`src/rtl/uart_pkg.sv`:
```
// Shared types and register map for the UART transmitter with TX FIFO.
package uart_pkg;

    typedef enum logic [2:0] {
        StIdle,
        StStart,
        StData,
        StParity,
        StStop
    } ser_state_e;

    localparam logic [7:0] TXD_OFS = 8'h18;
    localparam logic [7:0] CON_OFS = 8'h20;

    // Bit positions inside the CON register
    localparam int unsigned CON_BUSY  = 0;
    localparam int unsigned CON_FULL  = 1;
    localparam int unsigned CON_EMPTY = 2;
    localparam int unsigned CON_IEN   = 3;
    localparam int unsigned CON_DONE  = 4;
    localparam int unsigned CON_OVF   = 5;

endpackage

```
`src/rtl/uart_tx_fifo_if.sv`:
```
// Memory-mapped load/store bus between the CPU MEM stage and the UART.
interface uart_tx_fifo_if;
    logic        wr_en;
    logic        rd_en;
    logic [31:0] addr;
    logic [31:0] wdata;
    logic [31:0] rdata;

    modport master (output wr_en, output rd_en, output addr, output wdata, input rdata);
    modport slave  (input wr_en, input rd_en, input addr, input wdata, output rdata);
endinterface

```
`src/rtl/uart_tx_ser.sv`:
```
// UART frame serializer: start, 8 data bits LSB first, optional even parity, stop.
// Parity bit is present only when UART_TX_PARITY_EN is defined.
module uart_tx_ser
    import uart_pkg::*;
#(
    parameter int unsigned BAUD_DIV = 5208
) (
    input  logic       clk,
    input  logic       reset,
    input  logic       fifo_empty_i,
    input  logic [7:0] fifo_data_i,
    output logic       pop_o,
    output logic       done_o,
    output logic       busy_o,
    output logic       tx_o
);

    localparam int unsigned   BaudW    = (BAUD_DIV > 1) ? $clog2(BAUD_DIV) : 1;
    localparam logic [BaudW-1:0] BaudLoad = BaudW'(BAUD_DIV - 1);

    ser_state_e        state_q, state_d;
    logic [BaudW-1:0]  baud_q, baud_d;
    logic [2:0]        bit_q, bit_d;
    logic [7:0]        shift_q, shift_d;
    logic              tx_q, tx_d;
    logic              tick;
    logic              load;
`ifdef UART_TX_PARITY_EN
    logic              parity_q, parity_d;
`endif

    always_comb begin
        tick    = (baud_q == '0);
        state_d = state_q;
        baud_d  = tick ? '0 : baud_q - BaudW'(1);
        bit_d   = bit_q;
        shift_d = shift_q;
        tx_d    = tx_q;
        done_o  = 1'b0;
`ifdef UART_TX_PARITY_EN
        parity_d = parity_q;
`endif
        // A new frame starts from IDLE or straight out of STOP, with no idle gap
        load = !fifo_empty_i && ((state_q == StIdle) || ((state_q == StStop) && tick));

        case (state_q)
            StStart: begin
                if (tick) begin
                    state_d = StData;
                    baud_d  = BaudLoad;
                    bit_d   = 3'd0;
                    tx_d    = shift_q[0];
                end
            end
            StData: begin
                if (tick) begin
                    baud_d = BaudLoad;
                    if (bit_q == 3'd7) begin
`ifdef UART_TX_PARITY_EN
                        state_d = StParity;
                        tx_d    = parity_q;
`else
                        state_d = StStop;
                        tx_d    = 1'b1;
`endif
                    end else begin
                        bit_d   = bit_q + 3'd1;
                        shift_d = shift_q >> 1;
                        tx_d    = shift_q[1];
                    end
                end
            end
`ifdef UART_TX_PARITY_EN
            StParity: begin
                if (tick) begin
                    state_d = StStop;
                    baud_d  = BaudLoad;
                    tx_d    = 1'b1;
                end
            end
`endif
            StStop: begin
                if (tick) begin
                    done_o  = 1'b1;
                    state_d = StIdle;
                end
            end
            default: state_d = StIdle;
        endcase

        if (load) begin
            state_d = StStart;
            baud_d  = BaudLoad;
            shift_d = fifo_data_i;
            tx_d    = 1'b0;
`ifdef UART_TX_PARITY_EN
            parity_d = ^fifo_data_i;
`endif
        end
        pop_o = load;
    end

    always_ff @(posedge clk) begin
        if (reset) begin
            state_q <= StIdle;
            baud_q  <= '0;
            bit_q   <= '0;
            shift_q <= '0;
            tx_q    <= 1'b1;
`ifdef UART_TX_PARITY_EN
            parity_q <= 1'b0;
`endif
        end else begin
            state_q <= state_d;
            baud_q  <= baud_d;
            bit_q   <= bit_d;
            shift_q <= shift_d;
            tx_q    <= tx_d;
`ifdef UART_TX_PARITY_EN
            parity_q <= parity_d;
`endif
        end
    end

    assign busy_o = (state_q != StIdle);
    assign tx_o   = tx_q;

endmodule

```
`src/rtl/uart_tx_fifo.sv`:
```
// Memory-mapped UART transmitter: TXD/CON registers, byte FIFO and serializer.
// Define UART_TX_PARITY_EN to add an even-parity bit to every frame.
module uart_tx_fifo
    import uart_pkg::*;
#(
    parameter int unsigned BAUD_DIV   = 5208,
    parameter int unsigned FIFO_DEPTH = 8
) (
    input  logic         clk,
    input  logic         reset,
    uart_tx_fifo_if.slave bus,
    output logic         tx,
    output logic         irq
);

    localparam int unsigned PtrW = (FIFO_DEPTH > 1) ? $clog2(FIFO_DEPTH) : 1;
    localparam int unsigned CntW = PtrW + 1;
    localparam logic [CntW-1:0] DepthCnt = CntW'(FIFO_DEPTH);

    logic [7:0]      mem_q [FIFO_DEPTH];
    logic [PtrW-1:0] wr_ptr_q, wr_ptr_d, rd_ptr_q, rd_ptr_d;
    logic [CntW-1:0] count_q, count_d;
    logic [7:0]      last_q, last_d;
    logic            ien_q, ien_d, done_q, done_d, ovf_q, ovf_d;

    logic [7:0]  ofs;
    logic        push, accept, con_wr, con_rd;
    logic        fifo_empty, fifo_full;
    logic        ser_pop, ser_done, ser_busy;
    logic [5:0]  con;
    logic [31:0] rdata;
    logic        unused_bits;

    assign ofs         = bus.addr[7:0];
    assign fifo_empty  = (count_q == '0);
    assign fifo_full   = (count_q == DepthCnt);
    assign unused_bits = ^{bus.addr[31:8], bus.wdata[31:8]};

    always_comb begin
        push   = bus.wr_en && (ofs == TXD_OFS);
        con_wr = bus.wr_en && (ofs == CON_OFS);
        con_rd = bus.rd_en && (ofs == CON_OFS);
        // A full FIFO still takes a byte when the serializer pops on the same edge
        accept = push && (!fifo_full || ser_pop);

        wr_ptr_d = accept  ? wr_ptr_q + PtrW'(1) : wr_ptr_q;
        rd_ptr_d = ser_pop ? rd_ptr_q + PtrW'(1) : rd_ptr_q;
        case ({accept, ser_pop})
            2'b10:   count_d = count_q + CntW'(1);
            2'b01:   count_d = count_q - CntW'(1);
            default: count_d = count_q;
        endcase

        last_d = accept ? bus.wdata[7:0] : last_q;
        ien_d  = con_wr ? bus.wdata[CON_IEN] : ien_q;
        done_d = ser_done ? 1'b1 : (con_rd ? 1'b0 : done_q);
        ovf_d  = (push && !accept) ? 1'b1 : (con_rd ? 1'b0 : ovf_q);

        con            = '0;
        con[CON_BUSY]  = ser_busy;
        con[CON_FULL]  = fifo_full;
        con[CON_EMPTY] = fifo_empty;
        con[CON_IEN]   = ien_q;
        con[CON_DONE]  = done_q;
        con[CON_OVF]   = ovf_q;

        rdata = '0;
        if (!reset && bus.rd_en) begin
            case (ofs)
                TXD_OFS: rdata = {24'd0, last_q};
                CON_OFS: rdata = {26'd0, con};
                default: rdata = '0;
            endcase
        end
    end

    always_ff @(posedge clk) begin
        if (reset) begin
            wr_ptr_q <= '0;
            rd_ptr_q <= '0;
            count_q  <= '0;
            last_q   <= '0;
            ien_q    <= 1'b0;
            done_q   <= 1'b0;
            ovf_q    <= 1'b0;
        end else begin
            wr_ptr_q <= wr_ptr_d;
            rd_ptr_q <= rd_ptr_d;
            count_q  <= count_d;
            last_q   <= last_d;
            ien_q    <= ien_d;
            done_q   <= done_d;
            ovf_q    <= ovf_d;
        end
    end

    // Storage needs no reset: pointers and count define which slots are valid
    always_ff @(posedge clk) begin
        if (accept) begin
            mem_q[wr_ptr_q] <= bus.wdata[7:0];
        end
    end

    uart_tx_ser #(
        .BAUD_DIV(BAUD_DIV)
    ) u_ser (
        .clk         (clk),
        .reset       (reset),
        .fifo_empty_i(fifo_empty),
        .fifo_data_i (mem_q[rd_ptr_q]),
        .pop_o       (ser_pop),
        .done_o      (ser_done),
        .busy_o      (ser_busy),
        .tx_o        (tx)
    );

    assign bus.rdata = rdata;
    assign irq       = ien_q & done_q;

endmodule

```
`src/flat_wrapper.sv`:
```
// flat-port wrapper written by rule: the top's interface ports become plain ports
module uart_tx_fifo_flat import uart_pkg::*;
#(
    parameter int unsigned BAUD_DIV   = 5208,
    parameter int unsigned FIFO_DEPTH = 8
)
  (clk, reset, tx, irq, bus_wr_en, bus_rd_en, bus_addr, bus_wdata, bus_rdata);
  uart_tx_fifo_if bus_i ();
  input  logic clk;
  input  logic reset;
  output logic tx;
  output logic irq;
  input wire logic [$bits(bus_i.wr_en)-1:0] bus_wr_en;
  input wire logic [$bits(bus_i.rd_en)-1:0] bus_rd_en;
  input wire logic [$bits(bus_i.addr)-1:0] bus_addr;
  input wire logic [$bits(bus_i.wdata)-1:0] bus_wdata;
  output wire logic [$bits(bus_i.rdata)-1:0] bus_rdata;
  assign bus_i.wr_en = bus_wr_en;
  assign bus_i.rd_en = bus_rd_en;
  assign bus_i.addr = bus_addr;
  assign bus_i.wdata = bus_wdata;
  assign bus_rdata = bus_i.rdata;
  uart_tx_fifo #(.BAUD_DIV(BAUD_DIV), .FIFO_DEPTH(FIFO_DEPTH)) u_core (.clk(clk), .reset(reset), .bus(bus_i), .tx(tx), .irq(irq));
endmodule
```
`config.mk`:
```
export PLATFORM = sky130hd
export DESIGN_NAME = uart_tx_fifo_flat
export DESIGN_NICKNAME = d
export VERILOG_FILES = /design/src/rtl/uart_pkg.sv /design/src/rtl/uart_tx_fifo_if.sv /design/src/rtl/uart_tx_ser.sv /design/src/rtl/uart_tx_fifo.sv /design/src/flat_wrapper.sv
export SDC_FILE = /design/constraint.sdc
export NUM_CORES = 1
export LEC_CHECK = 0
export CAP_MARGIN = 20
export CORE_ASPECT_RATIO = 0.7
export CORE_MARGIN = 4
export CORE_UTILIZATION = 40
export DETAILED_ROUTE_END_ITERATION = 7
export GPL_TIMING_DRIVEN = 0
export MAX_ROUTING_LAYER = met4
export PLACE_DENSITY = 0.74
export RECOVER_POWER = 50
export SKIP_CTS_REPAIR_TIMING = 1
export SKIP_LAST_GASP = 1
export SLEW_MARGIN = 20
export SYNTH_ARGS = -nofsm -noshare
export SYNTH_HDL_FRONTEND = slang
export SYNTH_SLANG_ARGS = --single-unit
```
`constraint.sdc`:
```
create_clock -name clk -period 4.2 [get_ports clk]
set_input_delay 0.84 -clock clk [delete_from_list [all_inputs] [get_ports clk]]
set_output_delay 0.84 -clock clk [all_outputs]
set_load 0.03 [all_outputs]
```
* Word level (Yosys, flattened, before mapping) *
Memory sizes are Yosys's and may differ from the RTL's. A register that Yosys moved wholly into a read port is not among the register bits.
Cells that the tools add are included.

storage, ports and cells
  register bits after elaboration = 49
  memory bits (writable) = 64
  input port bits = 68
  output and inout port bits = 34
  logic and storage cells = 107
  memories kept = 1

cells by class
  add/sub/neg operators = 6
  eq/ne operators = 19
  mux-type cells = 34
  bitwise logic cells = 1
  reductions and logical operators = 32

memory list
  name          words  width  rd ports  clocked after memory_dff  wr ports  RTL line            source
  u_core.mem_q  8      8      1         1                         1         uart_tx_fifo.sv:20  logic [7:0] mem_q [FIFO_DEPTH];

operators by type and width
  kind                                                                     count
  13-bit two-way mux                                                       4
  32-bit two-way mux                                                       1
  8-bit two-way mux                                                        4
  3-bit two-way mux                                                        8
  8-bit case mux with 2 select lines                                       1
  13-bit zero test                                                         1
  13-bit by 1-bit subtractor with 13-bit output, second input constant     1
  1-bit two-way mux                                                        12
  3-bit by 2-bit inequality test with 1-bit output, second input constant  4
  4-bit AND reduction                                                      3
  2-bit nonzero test                                                       6
  2-bit inequality test, second input constant                             5
  3-bit by 1-bit adder with 3-bit output, second input constant            3
  3-bit case mux with 3 select lines                                       1
  8-bit by 5-bit equality test with 1-bit output, second input constant    1
  8-bit by 6-bit equality test with 1-bit output, second input constant    1
  1-bit logical AND                                                        8
  4-bit case mux with 2 select lines                                       1
  3-bit equality test, second input constant                               2
  3-bit case mux with 2 select lines                                       1
  3-bit AND reduction                                                      2
  3-bit nonzero test                                                       2
  4-bit by 1-bit adder with 4-bit output, second input constant            1
  4-bit equality test, second input constant                               1
  13 further kinds                                                         18

* Logic depth before layout (Yosys ltp) *
  depth after elaboration = 9
  gate-level depth with buffers = 11
  mapped depth without buffers = 11

* Cells and area by module *
A second synthesis with hierarchy kept.

unflattened totals
  cell total of the unflattened synthesis = 430
  area, all modules = 5300.1 µm²

by module, submodules not included
  module        times used  cells an instance  area an instance (µm²)  seq. area each (µm²)
  uart_tx_fifo  1           271                3945.0                  2402.3
  uart_tx_ser   1           159                1355.0                  560.5

* Least setup slack after synthesis *
OpenSTA, ideal clock, no wires.

  path kind = input to register
  from = in bus_addr[0]
  to = mem u_core.mem_q[4][0] (enable)
  arrival time = 2977 ps
  data required time = 3802 ps
  path slack = 825 ps
  stages on the path = 6
  path buffers = 1
  cell sequence = nor4_1 > and4b_1 > clkbuf_1 > and2_0 > o21ai_0 > nor4b_1

on the way
  cells in the longest elaborated chain, start to end = 5

RTL lines
  element                                         RTL line             source
  from (decl)                                     flat_wrapper.sv:15   input wire logic [$bits(bus_i.addr)-1:0] bus_addr;
  8-bit by 5-bit equality test with 1-bit output  uart_tx_fifo.sv:40   push = bus.wr_en && (ofs == TXD_OFS);
  1-bit logical AND                               uart_tx_fifo.sv:40
  1-bit logical AND                               uart_tx_fifo.sv:44   accept = push && (!fifo_full || ser_pop);
  1-bit two-way mux                               uart_tx_fifo.sv:99   if (accept) begin
  1-bit two-way mux (not written as such)         uart_tx_fifo.sv:100  mem_q[wr_ptr_q] <= bus.wdata[7:0];
  to (decl)                                       uart_tx_fifo.sv:20

No other way between the ends.

* Final worst setup path *
  from = in bus_addr[0]
  to = out bus_rdata[1]

on the way
  cells in the longest elaborated chain, start to end = 3
  elaborated cells on any way between the ends = 4
  classes of those cells = 2 x eq/ne; 2 x mux

RTL lines
  element                                                                                                           RTL line            source
  8-bit by 6-bit equality test with 1-bit output or 8-bit by 5-bit equality test with 1-bit output (tied branches)  uart_tx_fifo.sv:69  case (ofs)
  8-bit case mux with 2 select lines *                                                                              uart_tx_fifo.sv:69
  32-bit two-way mux *                                                                                              uart_tx_fifo.sv:68  if (!reset && bus.rd_en) begin
  to (decl)                                                                                                         flat_wrapper.sv:17  output wire logic [$bits(bus_i.rdata)-1:0] bus_rdata;

Mark *: on every way between the ends. The rest lies on a longest branch, timed or not.

==> metrics <==
worst-path cell chain=clkdlybuf4s50_1 -> nor4_1 -> and4b_1 -> clkbuf_1 -> a22oi_1 -> nor2_1 -> clkdlybuf4s50_1; worst hold-check path type=register to register; total grt overflow=0; die footprint=15000 um^2; Starting Density=41.4%; WP data arrival=about 3.1 ns; Net Switching=1.25 mW; drt initial violations=274; Finish-stage setup viols=0; Worst IR Drop VDD=0.340 mV; Comb pwr share=30.0%; drc violations=0; Crit Path Class=input pin to primary output; Slowest Stage Delay on Critical Path=0.68 ns; largest net degree at the start of global routing=17; Post-Synth Simple-Gate Area=14.7%; initial antenna violation count=0; Tmin final=between 3 and 4 ns; syn avg cell area=11.8 um^2; skew final=0.00837 ns; r2r setup slk=slightly above 0.6 ns; met3 wire length=729 um; slowest cell on the critical path=clkdlybuf4s50_1; cell row count=34; Clock power frac=33.6%; crit share post-route=93.8%; Power Total=roughly 3.9 mW; Sequential Power Share=roughly 36%; vias per cell=5.41; mux cell area share after synthesis=8.95%; Distinct cells, synth=58; WHS Endpoint=u_core.last_q[3]; met1 wire length=approximately 5400 um; GRT Total Usage=16.7%; fmax=254 MHz; WL final=11700 um; status=finished, final reports clean; layout cells sized above 1=between 15 and 20%; CP endpoint kind=primary output; latest clock arrival within the worst-skew pair=0.41 ns; Reg-to-Reg Start=u_core.u_ser.baud_q[5]; cell repeated most along the worst path=clkdlybuf4s50_1; ys async rst share=0%; Worst-Margin Slew=1.12 ns; Final nets=589; first-pass GRT wire length=18800 um; most frequent cells in the layout=64 x edfxtp_1, 52 x dfxtp_1, 42 x nand2_1; IO Pins=a little over 100; Avg WL per Cell=16.9 um; cell area after synthesis=5210 um^2; Vias=between 3000 and 4000; Antenna Nets Post-Route=0; Detailed Routing Iterations Pass 1=5; hold path start=u_core.last_q[3]; commonest non-fill, non-tap cell in the layout=edfxtp_1; chip width=144 um; vias in the first global route=3717; Post-Syn Instances=440; Most used DFF post-synth=edfxtp_1; Post-Layout Cell Count=689; Worst Path Max Fanout=10; ANT cells=0; placed insts=between 600 and 700; Pleak=2.24 nW; Switching Share=about 32%; DR top layer=met4; Final Hold Vio Count=0; CTS buffer count=17; fin. max-slew vios=0; pwr/cell area=614 nW/um^2; flip-flop and latch count after synthesis=116; Vert. Die Dim=~100 um; clock tree sinks=116; Root Buffer=clkbuf_16; worst hold stages=2; max cap viols=0; WP data required=3.36 ns; r2r worst-path depth=8; slew margin rel.=25.0%; Clk pin slew, worst setup/hold paths=about 0.050 ns; H-tree depth=4; Core ar.=roughly 13000 um^2; Worst R2R End=u_core.mem_q[1][1]; Setup crit start kind=input pin; post-synthesis xor/xnor area fraction=2.18%; adder-cell area share of the yosys netlist=1.68%; CTS tree=yes; sequential fraction of the synthesis area=56.8%; Compound-Gate Fraction of Synth Area=9.50%; RSZ-0062 raised after global routing=no; Synth Warn #=0; Port-buffer cells=28; gp weighted congestion=0.896; met2 WL post-DR=5390 um; largest family of logic cells by synthesized area=simple AND/OR/NAND/NOR gates; Internal Power=2.65 mW; Bufs on Longest Clock Path=2; EDFF count, synth=64; Final HPWL DP=8300 um; Fin Hold WS=between 0.4 and 0.5 ns; Area Overhead vs Synth=21.8%
-- worst max path at each step --
stage           startpoint                 end  cells after the start  slack, ns
2_1_floorplan  bus_addr[0]  u_core.mem_q[4][0]                      6       0.82
5_1_grt        bus_addr[1]        bus_rdata[0]                      8       0.07
3_3_place_gp   bus_addr[0]  u_core.mem_q[1][1]                      7      -0.80
6_report       bus_addr[0]        bus_rdata[1]                      7       0.26
3_5_place_dp   bus_addr[0]  u_core.mem_q[4][6]                      8       0.08
4_1_cts        bus_addr[0]        bus_rdata[1]                      7       0.27
-- critical path: cells and delay by family --
kind	cells	cell delay, ns
and+or+nand+nor	3	0.63
buffers and inverters	3	1.45
AOI/OAI and AO/OA	1	0.17
-- per-layer routing --
layer / vias up / GRT usage [%]
met5: - / -
met4: 0 / 5.19
met3: 18 / 5.44
met2: 137 / 24.3
met1: 1839 / 22.4
li1: 1736 / -
-- flip-flops by register name, indices dropped and copies added, names as in the netlist, 3 cells and up, named ones only --
| register | count |
|---|---|
| u_core.count_q | 4 |
| u_core.wr_ptr_q | 3 |
| u_core.last_q | 8 |
| u_core.u_ser.baud_q | 13 |
| u_core.u_ser.state_q | 3 |
| u_core.u_ser.bit_q | 3 |
| u_core.mem_q | 64 |
| u_core.rd_ptr_q | 3 |
| u_core.u_ser.shift_q | 8 |
-- cells in the mapped netlist (6+ instances only) --
cell type | number | share of area [%]
nand3_1 | 8 | 0.77
edfxtp_1 | 64 | 37
dfxtp_1 | 52 | 20
a211oi_1 | 10 | 1.4
ha_1 | 7 | 1.7
xnor2_1 | 8 | 1.3
mux4_2 | 16 | 6.9
nor4_1 | 6 | 0.72
nand2_1 | 42 | 3.0
nor3_1 | 14 | 1.3
a21oi_1 | 32 | 3.1
nor2_1 | 32 | 2.3
a22oi_1 | 9 | 1.3
clkbuf_1 | 16 | 1.2
nor2b_1 | 7 | 0.84
buf_4 | 24 | 3.5
-- kinds of logic after synthesis --
family,after synthesis
multiplexers,26
flip-flops,116
buffers and inverters,55
AO/OA/AOI/OAI,76
other,1
adder cells (fa/ha/maj),7
AND/OR/NAND/NOR,146
XOR/XNOR,13
-- power groups by stage --
stage	combinational (mW)	sequential [mW]	clock [mW]
after global routing	1.29	1.43	1.38
final	1.17	1.42	1.31
after global placement	1.14	1.44	0
after floorplan	0.917	1.42	0
after detailed placement	1.19	1.44	0
after CTS	1.20	1.42	1.33
-- through the flow --
| stage | setup slack, ns | utilization, % | instance area [um^2] | setup TNS [ns] |
|---|---|---|---|---|
| 6_report | 0.261 | 50.4 | 6350 | 0 |
| 5_1_grt | 0.0693 | 50.4 | 6350 | 0 |
| 4_1_cts | 0.268 | 50.8 | 6390 | 0 |
| 3_5_place_dp | 0.0842 | 46.4 | 5840 | 0 |
| 3_3_place_gp | -0.802 | 45.9 | 5780 | -17.70 |
| 2_1_floorplan | 0.825 | - | 5300 | 0 |
-- layout make-up --
class	instances	area, um^2
buffer	50	289
clock buffer	28	528
clock inverter	4	20.0
fill	1114	6240
inverter	5	18.8
multi-input combinational	292	2030
sequential	116	2960
tap	162	203
timing repair buffer	32	303
No activity file was read; power rests on OpenSTA's default activity.
==> edit 1 (config.mk and constraints unchanged) <==
`FIFO_DEPTH` is set to 8 in 2 places; all go to 16.
--- a/src/rtl/uart_tx_fifo.sv
+++ b/src/rtl/uart_tx_fifo.sv
@@ -6,3 +6,3 @@
     parameter int unsigned BAUD_DIV   = 5208,
-    parameter int unsigned FIFO_DEPTH = 8
+    parameter int unsigned FIFO_DEPTH = 16
 ) (
--- a/src/flat_wrapper.sv
+++ b/src/flat_wrapper.sv
@@ -4,3 +4,3 @@
     parameter int unsigned BAUD_DIV   = 5208,
-    parameter int unsigned FIFO_DEPTH = 8
+    parameter int unsigned FIFO_DEPTH = 16
 )
Formal check against the unedited RTL: not equivalent (a bounded check fails within 10 cycles, from zero or initial values and one cycle with reset high).
==> edit 1 against the original RTL <==
The flow now finishes with violations (design-rule violations). Critical path depth shrank 1. Non-clock buffer count is the same. First-iteration DRC count grew 91%. Sequential cell count grew 68. Synthesized cell count grew 24%. Setup slack lost 31 ps. Design area grew 45%. Total power grew 36%. Area after synthesis grew 51%. Register-to-register slack lost 120 ps. Sequential share of layout area grew 7.4 points. Wire length grew 47%. Critical path type unchanged. Largest power group unchanged. Highest routed layer unchanged.
==> edit 1: results (changes against the original RTL) <==
[run_status]
status=finished with violations
violations=design-rule violations

[drt]
first_pass_iters=7  ; +2
vias=4790  ; +28%
drtIter0Drc=523  ; +91%
met1_length_um=7230  ; +34%
wl_met3_um=1200  ; +65%
drt_drc_violations_left=1  ; +1
routedWlPerCell_um=19.1  ; +13%
dr_wl_met2_um=8460  ; +57%

[hold_path]
holdCritStartpoint=u_core.u_ser.shift_q[6]

[synth]
yosys-top-cells-count=edfxtp_1 (128), nor2_1 (74), dfxtp_1 (56)
synth_edf_count=128  ; +100%
yosys-top-cells-area=edfxtp_1 (49%), dfxtp_1 (14%), mux4_2 (11%)
synth_seq_area_share_pct=63.2  ; +6.3 points

[global_routing]
grt_pass1_wl_um=26600  ; +42%
grt_max_degree=21  ; +4

[clocking]
path_clk_slew_ps=70  ; +20 ps
clk_latency_ps=430  ; +20 ps

[layout]
fill_cells=1589  ; +43%
drive_above_1_share_pct=19.0  ; +1.4 points
reg_top3=u_core.mem_q x128, u_core.u_ser.baud_q x13
nets=697  ; +18%

[place]
preCtsSetupSlack_ps=-161  ; -246 ps
dp_hpwl_um=11500  ; +39%

[power_and_ir_drop]
ir_drop_uv=300  ; -12%
leakage_nw=3.12  ; +39%

[timing]
skew_ps=12.2  ; +3.78 ps

[critical_path]
rr_worst_depth=12  ; +4
timing.rr.start=u_core.u_ser.baud_q[0]
arrival_ps=3130  ; +30 ps

==> edit 1: layer usage <==
metal,vias up,GRT usage (%)
li1,2157,-
met1,2394,21.3
met2,211,25.8
met3,28,3.68
met4,0,4.03
met5,-,-
==> edit 1: power breakdown <==
part	leakage, nW	switching, mW	internal (mW)
logic	1.22	0.858	0.670
registers	1.61	0.112	2.05
clock network	0.293	0.800	0.812
total	3.12	1.77	3.54
==> edit 1: logic make-up (layout without fill, tap and decap cells) <==
family / Yosys count / count (layout) / synth area share [%]
AOI/OAI and AO/OA: 49 / 49 / 4.90
DFF: 184 / 184 / 63.2
muxes: 56 / 56 / 13.5
and+or+nand+nor: 168 / 168 / 10.4
other: 1 / 25 / 0.0477
xor gates and xnor gates: 19 / 19 / 2.12
buffers and inverters: 58 / 120 / 4.17
adders and majority gates: 11 / 11 / 1.75
==> edit 1: worst max path at each step <==
stage                      startpoint                  to  slack [ps]  cells after the start
after floorplan           bus_addr[0]  u_core.mem_q[0][0]         790                      7
after global placement    bus_addr[0]  u_core.mem_q[0][5]        -210                      8
after detailed placement  bus_addr[0]        bus_rdata[1]        -160                      6
after CTS                 bus_addr[0]        bus_rdata[1]        -180                      6
after global routing      bus_addr[0]        bus_rdata[3]          90                      6
final                     bus_addr[0]        bus_rdata[5]         230                      6
==> edit 1: layout make-up <==
cell class	count	area (sq um)	area share [%]
repair buffers	30	298	3.24
clock buffers	18	429	4.67
inverters	6	22.5	0.245
plain buffers	52	298	3.24
multi-input cells	327	2660	29.0
clock inverters	14	175	1.91
diodes	1	2.50	0.0273
flip-flops and latches	184	4960	54.1
well taps	264	330	3.60
==> edit 1: stage by stage <==
stage | hold slack (ps) | instance area (sq um) | util, % | std cells
detailed placement | 475 | 8590 | 45.0 | 862
CTS | 489 | 9190 | 48.2 | 894
finish | 492 | 9180 | 48.1 | 896
global placement | 464 | 8570 | 44.9 | 862
global route | 507 | 9180 | 48.1 | 896
floorplan | 440 | 7950 | - | 569
==> edit 1: critical path, delay by kind of cell <==
kind / cells / cell delay [ps]
AO/OA/AOI/OAI: 1 / 160
AND/OR/NAND/NOR: 3 / 1050
buffers and inverters: 2 / 1080
==> edit 2 (same flow settings) <==
Without the edit above. Compare `count_q` against `DepthCnt` with >= in place of ==.
--- a/src/rtl/uart_tx_fifo.sv
+++ b/src/rtl/uart_tx_fifo.sv
@@ -35,3 +35,3 @@
     assign fifo_empty  = (count_q == '0);
-    assign fifo_full   = (count_q == DepthCnt);
+    assign fifo_full   = (count_q >= DepthCnt);
     assign unused_bits = ^{bus.addr[31:8], bus.wdata[31:8]};
Check against the original RTL: same outputs for any inputs over 10 cycles, from zero or initial values and one cycle with reset high; that may be too few to reach the edited logic, so the function may still have changed.
==> edit 2 against the original RTL <==
Area after synthesis shrank 1.6%. Critical path depth shrank 1. Setup slack lost 110 ps. Design area grew 0.73%. Register-to-register slack gained 370 ps. Sequential share of layout area shrank 0.34 points. Total power grew 2.2%. Wire length shrank 1.4%. Count of clock-buffer cells in the layout shrank 9. Clock skew is essentially flat. Sequential cell count is the same.
==> edit 2: results (changes against the original RTL) <==
[place]
dp_hpwl_um=8190  ; -1.4%
place_congestion=0.825  ; -7.9%
preCtsSetupSlack_ps=-172  ; -257 ps

[synth]
synth_seq_area_share_pct=57.8  ; +0.94 points
yosys-top-cells-count=edfxtp_1 (64), dfxtp_1 (52), nand2_1 (44)
synth_cell_type_count=51  ; -12%
yosys-top-cells-area=edfxtp_1 (37%), dfxtp_1 (20%), mux4_2 (7.0%)
synth_compound_area_share_pct=7.95  ; -1.6 points
synthMuxAreaShare_pct=9.37  ; +0.42 points
synthXorXnorAreaFrac_pct=2.56  ; +0.38 points

[timing]
skew_ps=8.15  ; -0.218 ps

[power_and_ir_drop]
ir_drop_uv=599  ; +76%

[global_routing]
grtUsageTotal_pct=16.7  ; -0.017 points
grt_pass1_vias=3411  ; -8.2%
grt_pass1_wl_um=17900  ; -4.5%

[critical_path]
crit_fanout=8  ; -2
timing.rr.start=u_core.u_ser.baud_q[0]
cp_top_family=simple AND/OR/NAND/NOR gates
arrival_ps=3210  ; +110 ps
cp_slowest_stage_delay_ps=710  ; +30 ps

[drt]
routedWlPerCell_um=17.1  ; +0.76%
drtIter0Drc=389  ; +42%
vias=3616  ; -3.1%

[layout]
drive_above_1_share_pct=18.6  ; +0.91 points
fill_cells=1058  ; -5.0%
nets=576  ; -2.2%

[run_status]
status=finished, final reports clean

## edit 2: path summary, 6_finish.rpt
check | cells after the start | to | slack, ps
min | 2 | u_core.last_q[7] | 450
max reg2reg | 7 | u_core.mem_q[6][0] | 990
max | 6 | bus_rdata[3] | 150
min reg2reg | 2 | u_core.last_q[7] | 450
## edit 2: routing by layer
| layer | vias to the layer above | track usage (%) | share of wire [%] |
|---|---|---|---|
| li1 | 1667 | - | - |
| met3 | 18 | 4.31 | 7.2 |
| met5 | - | - | 0 |
| met1 | 1788 | 22.6 | 45 |
| met2 | 143 | 24.9 | 46 |
| met4 | 0 | 5.28 | 1.7 |
## edit 2: cell families (layout without fill, tap and decap cells)
kind of cell               Yosys count  in the layout
and+or+nand+nor                    143            143
other                                1             24
buffers and inverters               51            116
AOI/OAI and AO/OA                   62             62
DFF                                116            116
muxes                               27             27
adders and majority gates            9              9
xor gates and xnor gates            15             15
## edit 2: power by group
group / internal (mW) / total [mW] / switching, mW
clock: 1.04 / 1.52 / 0.482
sequential: 1.32 / 1.42 / 0.0993
combinational: 0.449 / 1.05 / 0.599
total: 2.81 / 3.99 / 1.18
## edit 2: area by class of cell
cell class / instances / area (sq um) / area share, %
Buffer: 43 / 254 / 3.97
Clock buffer: 19 / 433 / 6.77
Clock inverter: 13 / 188 / 2.93
Inverter: 8 / 30.0 / 0.469
Multi-Input combinational cell: 280 / 2010 / 31.5
Sequential cell: 116 / 2960 / 46.3
Tap cell: 162 / 203 / 3.17
Timing Repair Buffer: 33 / 313 / 4.89
## edit 2: per-stage QoR
step	cell area, sq um	total power, mW	instances	utilization (%)	TNS [ps]
finish	6400	3.99	674	51.3	0
global route	6400	4.17	674	51.3	0
CTS	6370	4.00	672	51.1	-965
detailed placement	5750	2.47	640	46.2	-874
global placement	5700	2.43	637	45.7	-14580
floorplan	5220	2.21	447	-	0
## edit 2: worst reg2reg max path, stage by stage, from the launching register on
cell      delay, ps
dfxtp_1         310
inv_1           100
ha_1            180
or4b_1          530
o41a_1          410
a21o_1          280
clkbuf_1        280
nor3_2          750
